`config.mk`:
```
export PLATFORM = sky130hd
export DESIGN_NAME = mc_controller
export DESIGN_NICKNAME = d
export VERILOG_FILES = /design/src/rtl/mc_pkg.sv /design/src/rtl/mc_immdec.sv /design/src/rtl/mc_controller.sv
export SDC_FILE = /design/constraint.sdc
export NUM_CORES = 1
export LEC_CHECK = 0
export BUFFER_PORTS_ARGS = -buffer_cell sky130_fd_sc_hd__buf_4
export CAP_MARGIN = 20
export CORE_AREA = 3 3 40 42
export DETAILED_ROUTE_END_ITERATION = 8
export DIE_AREA = 0 0 43 45
export GPL_TIMING_DRIVEN = 0
export PLACE_DENSITY = 0.85
export SLEW_MARGIN = 0
export SYNTH_ARGS = -nofsm -noshare
export SYNTH_HDL_FRONTEND = slang
export SYNTH_SLANG_ARGS = --single-unit
```
`constraint.sdc`:
```
create_clock -name clk -period 2.6 [get_ports clk]
set_clock_uncertainty 0.2 [all_clocks]
set_input_delay 0.39 -clock clk [delete_from_list [all_inputs] [get_ports clk]]
set_output_delay 0.39 -clock clk [all_outputs]
set_load 0.02 [all_outputs]
```
`src/rtl/mc_pkg.sv`:
```
// Shared definitions for the multicycle RISC-V control FSM: state encoding,
// opcodes and datapath select codes.
package mc_pkg;

   typedef enum logic [3:0] {
      S_FETCH    = 4'd0,
      S_DECODE   = 4'd1,
      S_MEMADR   = 4'd2,
      S_MEMREAD  = 4'd3,
      S_MEMWB    = 4'd4,
      S_MEMWRITE = 4'd5,
      S_EXECR    = 4'd6,
      S_EXECI    = 4'd7,
      S_ALUWB    = 4'd8,
      S_BRANCH   = 4'd9,
      S_JALRADR  = 4'd10,
      S_JAL      = 4'd11,
      S_ILLEGAL  = 4'd12
   } state_t;

   localparam logic [6:0] OP_LOAD   = 7'b0000011;
   localparam logic [6:0] OP_STORE  = 7'b0100011;
   localparam logic [6:0] OP_R      = 7'b0110011;
   localparam logic [6:0] OP_I      = 7'b0010011;
   localparam logic [6:0] OP_BRANCH = 7'b1100011;
   localparam logic [6:0] OP_JAL    = 7'b1101111;
   localparam logic [6:0] OP_JALR   = 7'b1100111;

   localparam logic [1:0] SRCA_PC    = 2'b00;
   localparam logic [1:0] SRCA_OLDPC = 2'b01;
   localparam logic [1:0] SRCA_RS1   = 2'b10;

   localparam logic [1:0] SRCB_RS2  = 2'b00;
   localparam logic [1:0] SRCB_IMM  = 2'b01;
   localparam logic [1:0] SRCB_FOUR = 2'b10;

   localparam logic [1:0] ALU_ADD   = 2'b00;
   localparam logic [1:0] ALU_SUB   = 2'b01;
   localparam logic [1:0] ALU_FUNCT = 2'b10;

   localparam logic [1:0] RES_ALUOUT    = 2'b00;
   localparam logic [1:0] RES_DATA      = 2'b01;
   localparam logic [1:0] RES_ALURESULT = 2'b10;

   localparam logic [1:0] IMM_I = 2'b00;
   localparam logic [1:0] IMM_S = 2'b01;
   localparam logic [1:0] IMM_B = 2'b10;
   localparam logic [1:0] IMM_J = 2'b11;

endpackage

```
`src/rtl/mc_immdec.sv`:
```
// Immediate-format select, decoded combinationally from the opcode.
module mc_immdec
   import mc_pkg::*;
(
   input  logic [6:0] op,
   output logic [1:0] immsrc
);

   always_comb begin
      immsrc = IMM_I;
      case (op)
         OP_STORE:  immsrc = IMM_S;
         OP_BRANCH: immsrc = IMM_B;
         OP_JAL:    immsrc = IMM_J;
         default:   immsrc = IMM_I;
      endcase
   end

endmodule

```
`src/rtl/mc_controller.sv`:
```
// Multicycle RISC-V control FSM: sequences fetch/decode/execute/writeback over a
// shared-ALU, unified-memory datapath, stalling on the memory ready handshake.
module mc_controller
   import mc_pkg::*;
#(
   parameter state_t RESET_STATE = S_FETCH
) (
   input  logic       clk,
   input  logic       reset_n,
   input  logic [6:0] op,
   input  logic       mem_ready,
   output logic       mem_req,
   output logic       AdrSrc,
   output logic       IRWrite,
   output logic       PCUpdate,
   output logic       Branch,
   output logic       RegWrite,
   output logic       MemWrite,
   output logic [1:0] ALUSrcA,
   output logic [1:0] ALUSrcB,
   output logic [1:0] ALUOp,
   output logic [1:0] ResultSrc,
   output logic [1:0] ImmSrc,
   output logic       illegal_op,
   output logic [3:0] state_dbg
);

   state_t state, state_next;

   mc_immdec u_immdec (
      .op     (op),
      .immsrc (ImmSrc)
   );

   always_ff @(posedge clk) begin
      if (!reset_n) begin
         state      <= RESET_STATE;
         illegal_op <= 1'b0;
      end else begin
         state <= state_next;
         if (state_next == S_ILLEGAL) illegal_op <= 1'b1;
      end
   end

   assign state_dbg = state;

   always_comb begin
      state_next = state;
      mem_req    = 1'b0;
      AdrSrc     = 1'b0;
      IRWrite    = 1'b0;
      PCUpdate   = 1'b0;
      Branch     = 1'b0;
      RegWrite   = 1'b0;
      MemWrite   = 1'b0;
      ALUSrcA    = SRCA_PC;
      ALUSrcB    = SRCB_RS2;
      ALUOp      = ALU_ADD;
      ResultSrc  = RES_ALUOUT;
      case (state)
         S_FETCH: begin
            mem_req   = 1'b1;
            ALUSrcB   = SRCB_FOUR;
            ResultSrc = RES_ALURESULT;
            IRWrite   = mem_ready;
            PCUpdate  = mem_ready;
            if (mem_ready) state_next = S_DECODE;
         end
         S_DECODE: begin
            ALUSrcA = SRCA_OLDPC;
            ALUSrcB = SRCB_IMM;
            case (op)
               OP_LOAD, OP_STORE: state_next = S_MEMADR;
               OP_R:              state_next = S_EXECR;
               OP_I:              state_next = S_EXECI;
               OP_BRANCH:         state_next = S_BRANCH;
               OP_JAL:            state_next = S_JAL;
               OP_JALR:           state_next = S_JALRADR;
               default:           state_next = S_ILLEGAL;
            endcase
         end
         S_MEMADR: begin
            ALUSrcA    = SRCA_RS1;
            ALUSrcB    = SRCB_IMM;
            state_next = (op == OP_LOAD) ? S_MEMREAD : S_MEMWRITE;
         end
         S_MEMREAD: begin
            mem_req = 1'b1;
            AdrSrc  = 1'b1;
            if (mem_ready) state_next = S_MEMWB;
         end
         S_MEMWB: begin
            ResultSrc  = RES_DATA;
            RegWrite   = 1'b1;
            state_next = S_FETCH;
         end
         S_MEMWRITE: begin
            mem_req  = 1'b1;
            AdrSrc   = 1'b1;
            MemWrite = 1'b1;
            if (mem_ready) state_next = S_FETCH;
         end
         S_EXECR: begin
            ALUSrcA    = SRCA_RS1;
            ALUSrcB    = SRCB_RS2;
            ALUOp      = ALU_FUNCT;
            state_next = S_ALUWB;
         end
         S_EXECI: begin
            ALUSrcA    = SRCA_RS1;
            ALUSrcB    = SRCB_IMM;
            ALUOp      = ALU_FUNCT;
            state_next = S_ALUWB;
         end
         S_ALUWB: begin
            RegWrite   = 1'b1;
            state_next = S_FETCH;
         end
         S_BRANCH: begin
            ALUSrcA    = SRCA_RS1;
            ALUSrcB    = SRCB_RS2;
            ALUOp      = ALU_SUB;
            Branch     = 1'b1;
            state_next = S_FETCH;
         end
         S_JALRADR: begin
            ALUSrcA    = SRCA_RS1;
            ALUSrcB    = SRCB_IMM;
            state_next = S_JAL;
         end
         S_JAL: begin
            ALUSrcA    = SRCA_OLDPC;
            ALUSrcB    = SRCB_FOUR;
            PCUpdate   = 1'b1;
            state_next = S_ALUWB;
         end
         S_ILLEGAL: state_next = S_ILLEGAL;
         default:   state_next = S_FETCH;
      endcase
      // A reset cycle must never issue a write or memory access, even mid-instruction.
      if (!reset_n) begin
         mem_req  = 1'b0;
         IRWrite  = 1'b0;
         PCUpdate = 1'b0;
         Branch   = 1'b0;
         RegWrite = 1'b0;
         MemWrite = 1'b0;
      end
   end

endmodule

```
* Word level (Yosys, flattened, before mapping)
Index checks and enable logic that the tools add are counted.
** Word-level totals
- Word-level logic and storage cells :: 57
- Input bits :: 10
- Output and inout port bits :: 22
- Flip-flop bits (word level) :: 5
** Operators by class
- Reduce and logical (&&, ||, !) cells :: 11
- Eq/ne operators :: 20
- Muxes and demuxes :: 24
** Operator list (number)
- $pmux W4 S8 :: 1
- $eq A4 B4 Y1 const B :: 6
- $pmux W4 S6 :: 1
- $eq A7 B7 Y1 const B :: 3
- $eq A4 B3 Y1 const B :: 4
- $pmux W2 S2 :: 4
- $eq A7 B6 Y1 const B :: 2
- $mux W1 :: 12
- $mux W4 :: 3
- $reduce_or A2 Y1 :: 6
- $eq A4 B2 Y1 const B :: 2
- $eq A7 B2 Y1 const B :: 1
- $eq A7 B5 Y1 const B :: 1
- $pmux W2 S3 :: 1
- $reduce_or A3 Y1 :: 2
- $reduce_or A5 Y1 :: 1
- $eq A4 B1 Y1 const B :: 1
- $logic_not A4 Y1 :: 1
- $reduce_or A4 Y1 :: 1
- $mux W3 :: 1
- $pmux W1 S2 :: 1

* Longest topological paths before layout
Gate-level depths: netlist (run 1).
- Depth in word-level cells :: 5
- Mapped depth :: 6
- Gate-level depth less buffers :: 5

* Cells and area by module
From an unflattened synthesis (run 1), not the netlist that was laid out.
** Unflattened totals
- Cells, all modules :: 101
- Area total of the unflattened synthesis :: 663.1 µm²
** By module, submodules not included
- mc_controller :: times used 1, cells each 95, area an instance 619.3 µm², sequential area each 100.1 µm²
- mc_immdec :: times used 1, cells each 6, area an instance 43.8 µm², sequential area each 0.0 µm²

* Worst setup path after synthesis (run 1)
OpenSTA, ideal clock, no wires.
- Path kind :: register to output
- Start :: reg state[0] (netlist: state_dbg[0])
- End :: out IRWrite
- Arrival :: 1713 ps
- Slack :: 297 ps
- Cell stages (with the launch flop) :: 4
- Data required time :: 2010 ps
- Path through :: dfxtp_1 -> clkbuf_1 -> or3_1 -> nor4b_1
** On the way
- Cells in the longest elaborated chain, start to end :: 3
** Ends and longest elaborated chain
- start, declared :: RTL line mc_controller.sv:28 : state_t state, state_next;
- start signal, assigned :: RTL line mc_controller.sv:40 : state <= state_next;
- $logic_not A4 Y1 :: RTL line mc_controller.sv:60 : case (state)
- $mux W1 :: RTL line mc_controller.sv:60
- $mux W1 :: RTL line mc_controller.sv:141 : if (!reset_n) begin
- end, declared :: RTL line mc_controller.sv:14 : output logic IRWrite,
No other way between the ends.

* Final worst setup path (run 1)
- Start :: reg state[0] (netlist: state_dbg[0])
- End :: out PCUpdate
** On the way
- Cells in the longest elaborated chain, start to end :: 3
- Elaborated cells between the ends (all ways) :: 4
** Ends and longest elaborated chain
- $eq A4 B4 Y1 / $logic_not A4 Y1 (equally long branches) :: RTL line mc_controller.sv:60
- $pmux W1 S2 * :: RTL line mc_controller.sv:60
- $mux W1 * :: RTL line mc_controller.sv:141
- end, declared :: RTL line mc_controller.sv:15 : output logic PCUpdate,
Mark *: on every way between the ends. The rest lies on a longest branch, timed or not.

==> results of run 1 <==
## registers in the layout, summed over array words and instances (netlist names)
name	count
state_dbg	4
illegal_op	1
## cells by family (layout without fill, tap and decap cells)
group | after synthesis | count (layout) | synth area share, %
and+or+nand+nor | 40 | 40 | 37.0
AOI/OAI and AO/OA | 27 | 27 | 33.4
buffers and inverters | 12 | 47 | 7.98
DFF | 5 | 5 | 16.8
xor gates and xnor gates | 2 | 2 | 2.94
muxes | 1 | 1 | 1.89
## final cells by class
cell class                 count  area (um^2)  area share [%]
clock buffer                   4         26.3            3.01
buffer                         7         28.8            3.30
sequential                     5          100            11.5
multi-input combinational     70          448            51.3
tap                           15         18.8            2.15
timing repair buffer          31          233            26.6
inverter                       5         18.8            2.15
## how the worst max path moves through the flow
stage / start / end / slack (ps) / depth (start not counted)
after floorplan: state_dbg[0] / IRWrite / 300 / 3
after global placement: state_dbg[0] / PCUpdate / 470 / 5
after detailed placement: state_dbg[0] / PCUpdate / 480 / 5
after CTS: state_dbg[0] / PCUpdate / 220 / 5
after global routing: state_dbg[0] / PCUpdate / 60 / 5
final: state_dbg[0] / PCUpdate / 220 / 5
## layout by cell type, fill, tap and decap left out, types with 4 or more instances in the layout
| master | Yosys | layout |
|---|---|---|
| a21oi_1 | 6 | 6 |
| buf_4 | 0 | 31 |
| clkbuf_1 | 4 | 5 |
| dfxtp_1 | 5 | 5 |
| inv_1 | 4 | 4 |
| nand2_1 | 5 | 5 |
| nand2b_1 | 8 | 8 |
| nor2_1 | 7 | 7 |
| nor3_1 | 7 | 7 |
| or3_1 | 4 | 4 |
## power breakdown
group | internal [mW] | switching [mW] | leakage (nW)
registers | 0.0815 | 0.00319 | 0.0407
clock network | 0.0581 | 0.0335 | 0.0150
logic | 0.0715 | 0.0968 | 0.344
## metal layers
metal | global-route usage [%] | up-vias
li1 | - | 396
met1 | 21.9 | 356
met2 | 35.0 | 32
met3 | 4.78 | 0
met4 | 0 | 0
met5 | 0 | -
## stage by stage
step / setup slack, ps / utilization [%] / instance area [um^2] / cells
after floorplan: 297 / - / 596 / 87
final: 220 / 68.0 / 873 / 137
after CTS: 218 / 68.0 / 873 / 137
after global placement: 473 / 65.9 / 847 / 133
after detailed placement: 484 / 65.9 / 847 / 133
after global routing: 60.1 / 68.0 / 873 / 137
## critical path: cells and delay by family (launching register included)
| family | cells | cell delay (ps) |
|---|---|---|
| buf+inv | 3 | 610 |
| simple gates | 1 | 410 |
| flops | 1 | 300 |
| compound gates | 1 | 230 |
==> flow_summary.json, run 1 <==
{
  "outcome": "finished, final reports clean",
  "cts_made_buffers": 3,
  "r2r.worst_path.cells": 4,
  "highest_layer": "met3",
  "grt_pass1_wl_um": 2830,
  "pwr_density_cell_mw_per_mm2": 395,
  "final_nets": 133,
  "finalHoldViolCount": 0,
  "first_pass_iters": 4,
  "hp-class": "in -> reg",
  "synth_common_cells": "nand2b_1 (8), nor2_1 (7), nor3_1 (7)",
  "fp.dieH_um": 45,
  "end_kind": "output pin",
  "first_global_vias": 681,
  "critPathSlowestCell": "or3_1",
  "die_w_um": 43,
  "crit_chain": "clkbuf_1, clkbuf_1, or3_1, a211oi_1, buf_4",
  "regToRegStartpoint": "state_dbg[3]",
  "vias_per_cell": 5.72,
  "yosysWarnings": 0,
  "wl_met3_um": 138,
  "drive_gt1_share_pct": 33.6,
  "post_cts_resize_count": 0,
  "cts_root_buffer": "clkbuf_4",
  "rrSetupSlack_ps": 730,
  "ant_nets": 0,
  "fin_setup_tns_ps": 0,
  "cts_sinks": 5,
  "synth_edf_count": 0,
  "synthFlopType": "dfxtp_1",
  "globalRouteOverflowTotal": 0,
  "cp-start-kind": "flop",
  "clock.fmax_ghz": 0.420,
  "clk_pin_slew_ps": 40,
  "synth_most_common_cell": "nand2b_1",
  "yosysUniqueCellTypes": 38,
  "synth_seq_cells": 5,
  "dp_hpwl_um": 1390,
  "drtIter0Drc": 25,
  "std_cell_rows": 13,
  "cp.arrival_ps": 1790,
  "routed_wl_um": 1760,
  "vias": 784,
  "drv_slew": 0,
  "drv_cap": 0,
  "synth.area.top_cells": "dfxtp_1 (17%), nand2b_1 (8.4%), nor3_1 (5.9%), a21oi_1 (5.0%), nor2_1 (4.4%)",
  "rsz0062_at_grt": "no",
  "relSlewSlack_pct": 63.3,
  "hold_buffers": 0,
  "htreeDepth": 1,
  "synth-async-reset-ratio_pct": 0,
  "clockBufferDepth": 2,
  "p_total_mw": 0.345,
  "min_period_ps": 2380,
  "ir_drop_mv": 0.357,
  "post_drt_wl_per_cell_um": 12.9,
  "start_util_pct": 46.3,
  "met2_length_um": 877,
  "coreArea_mm2": 0.00128,
  "drcViolationCount": 0,
  "hold_end": "illegal_op",
  "min_path_cells": 2,
  "place.port_buffers": 31,
  "synth_area_leader_cell": "dfxtp_1",
  "postCtsSetupBuffers": 0,
  "n_fill_cell": 129,
  "path_max_fanout": 10,
  "r2r_end": "illegal_op",
  "fin_crit_sh_pct": 91.5,
  "synth_area_um2": 596,
  "avgSynthCellArea_um2": 6.85,
  "syn_inst": 87,
  "seq_area_frac_synth_pct": 16.8,
  "met1Wirelength_um": 748,
  "tritoncts": "built",
  "dieArea_mm2": 0.00194,
  "setup_viol": 0,
  "path_class": "reg -> out",
  "antenna_found_initial": 0,
  "fin_hold_ws_ps": 173,
  "gp_congestion": 0.835,
  "crit_top_cell": "clkbuf_1",
  "worst_slew_pin_slew_ps": 546,
  "syn_nets": 97,
  "cpPeakStageDelay_ps": 410,
  "syn_to_final_growth_pct": 46.6,
  "hp-start": "reset_n",
  "pin_count": 32,
  "required_ps": 2010,
  "clock_latency_ps": 240,
  "antenna_cells": 0,
  "synth.top_cell.area_share_pct": 16.8,
  "grt_usage_pct": 18.3,
  "p_leak_nw": 0.400,
  "grt_start_max_net_pins": 11
}
No activity file was read; power rests on OpenSTA's default activity.
==> inputs of run 2 (changes only) <==
--- a/config.mk
+++ b/config.mk
@@ -11,7 +11,7 @@
 export DETAILED_ROUTE_END_ITERATION = 8
 export DIE_AREA = 0 0 43 45
 export GPL_TIMING_DRIVEN = 0
-export PLACE_DENSITY = 0.85
+export PLACE_DENSITY = 0.8
 export SLEW_MARGIN = 0
 export SYNTH_ARGS = -nofsm -noshare
 export SYNTH_HDL_FRONTEND = slang
==> run 2 against run 1 <==
Net effect: register-to-register slack got worse by 30 ps; non-clock buffer count did not move; first-iteration DRC count down 24%; worst setup slack better by 5.3 ps; final cell count unchanged; total power decreased by 0.80%; via count decreased by 1.5%; clock power decreased by 2.8%; largest power group unchanged; highest routed layer unchanged.
==> flow_summary.json, run 2 (same netlist as run 1, synthesis figures left out) <==
{
  "fin_hold_ws_ps": 187,
  "power_frac_seq_pct": 24.8,
  "globalRouteOverflowTotal": 0,
  "setup_viol": 0,
  "syn_to_final_growth_pct": 46.6,
  "critPathSlowestCell": "or3_1",
  "cpPeakStageDelay_ps": 400,
  "crit_top_cell": "clkbuf_1",
  "tritoncts": "built",
  "path_max_fanout": 10,
  "hp-class": "in -> reg",
  "clk_pin_slew_ps": 50,
  "crit_chain": "clkbuf_1, clkbuf_1, or3_1, a211oi_1, buf_4",
  "relSlewSlack_pct": 65.7,
  "first_pass_iters": 4,
  "worst_slew_pin_slew_ps": 510,
  "dieArea_mm2": 0.00194,
  "place.port_buffers": 31,
  "critical-path-top-delay-family": "buffers and inverters",
  "grt_start_max_net_pins": 11,
  "final_nets": 133,
  "end_kind": "output pin",
  "comb_power_share_pct": 49.2,
  "crit_end": "PCUpdate",
  "clock_latency_ps": 240,
  "cp.depth": 5,
  "critPathLaunch": "state_dbg[0]",
  "drcViolationCount": 0,
  "post_drt_wl_per_cell_um": 13.0,
  "coreArea_mm2": 0.00128,
  "r2r_end": "illegal_op",
  "regToRegStartpoint": "state_dbg[3]",
  "drtIter0Drc": 19,
  "cts_root_buffer": "clkbuf_4",
  "drv_cap": 0,
  "htreeDepth": 1,
  "p_int_mw": 0.211,
  "first_global_vias": 685,
  "drive_gt1_share_pct": 33.6,
  "fin_setup_tns_ps": 0,
  "start_util_pct": 46.3,
  "pwr-share-clk_pct": 26.0,
  "p_leak_nw": 0.400,
  "wl_met3_um": 137,
  "die_w_um": 43,
  "dp_hpwl_um": 1420,
  "ir_drop_mv": 0.318,
  "drv_slew": 0,
  "vias_per_cell": 5.64,
  "ant_nets": 0,
  "post_cts_resize_count": 0,
  "clock.fmax_ghz": 0.421,
  "netSwitchingPower_mw": 0.131,
  "vias": 772,
  "met2_length_um": 895,
  "pwr_density_cell_mw_per_mm2": 391,
  "pin_count": 32,
  "final_common_cell": "buf_4",
  "required_ps": 2010,
  "p_sw_share_pct": 38.3,
  "rsz0062_at_grt": "no",
  "clockBufferDepth": 2,
  "crit_buf_inv": 3,
  "outcome": "finished, final reports clean",
  "n_fill_cell": 122,
  "min_period_ps": 2370,
  "std_cell_rows": 13,
  "highest_layer": "met3",
  "cts_sinks": 5,
  "antenna_cells": 0,
  "fin_crit_sh_pct": 91.3,
  "antenna_found_initial": 0,
  "met1Wirelength_um": 753,
  "grt_usage_pct": 17.6,
  "finalHoldViolCount": 0,
  "rrSetupSlack_ps": 700,
  "hold_buffers": 0,
  "fp.dieH_um": 45,
  "routed_wl_um": 1790,
  "postCtsSetupBuffers": 0,
  "cp-start-kind": "flop",
  "largest_reg_flops": 4,
  "layout_common_cells": "buf_4 (31), nand2b_1 (8), nor2_1 (7), nor3_1 (7), a21oi_1 (6)",
  "cp.arrival_ps": 1780,
  "path_class": "reg -> out",
  "grt_pass1_wl_um": 2660,
  "gp_congestion": 0.829,
  "cts_made_buffers": 3,
  "r2r.worst_path.cells": 4
}
[run 2: cell counts in the layout (fill, tap and decap cells not counted)]
Identical to the previous run, type by type.
[run 2: worst min path at each step]
stage	slack, ps	depth (start not counted)	endpoint	from
4_1_cts	190	2	illegal_op	reset_n
6_report	190	2	illegal_op	reset_n
3_5_place_dp	280	1	illegal_op	illegal_op
2_1_floorplan	310	1	illegal_op	reset_n
3_3_place_gp	260	1	illegal_op	illegal_op
5_1_grt	190	2	illegal_op	reset_n
[run 2: through the flow]
stage,std cells,instance area [um^2],total power [mW],util [%],setup WS (ps)
finish,137,873,0.342,68.0,226
floorplan,87,596,0.189,-,297
global placement,133,847,0.252,65.9,488
CTS,137,873,0.343,68.0,206
global route,137,873,0.362,68.0,45.3
detailed placement,133,847,0.254,65.9,480
[run 2: power by group through the flow]
stage,clock network [mW],logic (mW),registers [mW]
after global placement,0,0.166,0.0860
after floorplan,0,0.0981,0.0913
final,0.0890,0.168,0.0848
after CTS,0.0903,0.168,0.0848
after detailed placement,0,0.168,0.0861
after global routing,0.0952,0.181,0.0856
[run 2: worst register-to-register path: stages (launching register included)]
cell     delay, ps
dfxtp_1        420
buf_1          420
nor3_1         150
a221o_1        360
a32o_1         220
[run 2: cell type report]
cell class	instances	area [um^2]	area share, %
Timing Repair Buffer	31	233	26.6
Clock buffer	4	26.3	3.01
Inverter	5	18.8	2.15
Multi-Input combinational cell	70	448	51.3
Buffer	7	28.8	3.30
Sequential cell	5	100	11.5
Tap cell	15	18.8	2.15
[run 2: metal layers]
layer,track usage (%),up-vias
met2,33.5,38
met1,19.0,338
met4,5.42,0
met3,4.78,0
li1,-,396
met5,0,-
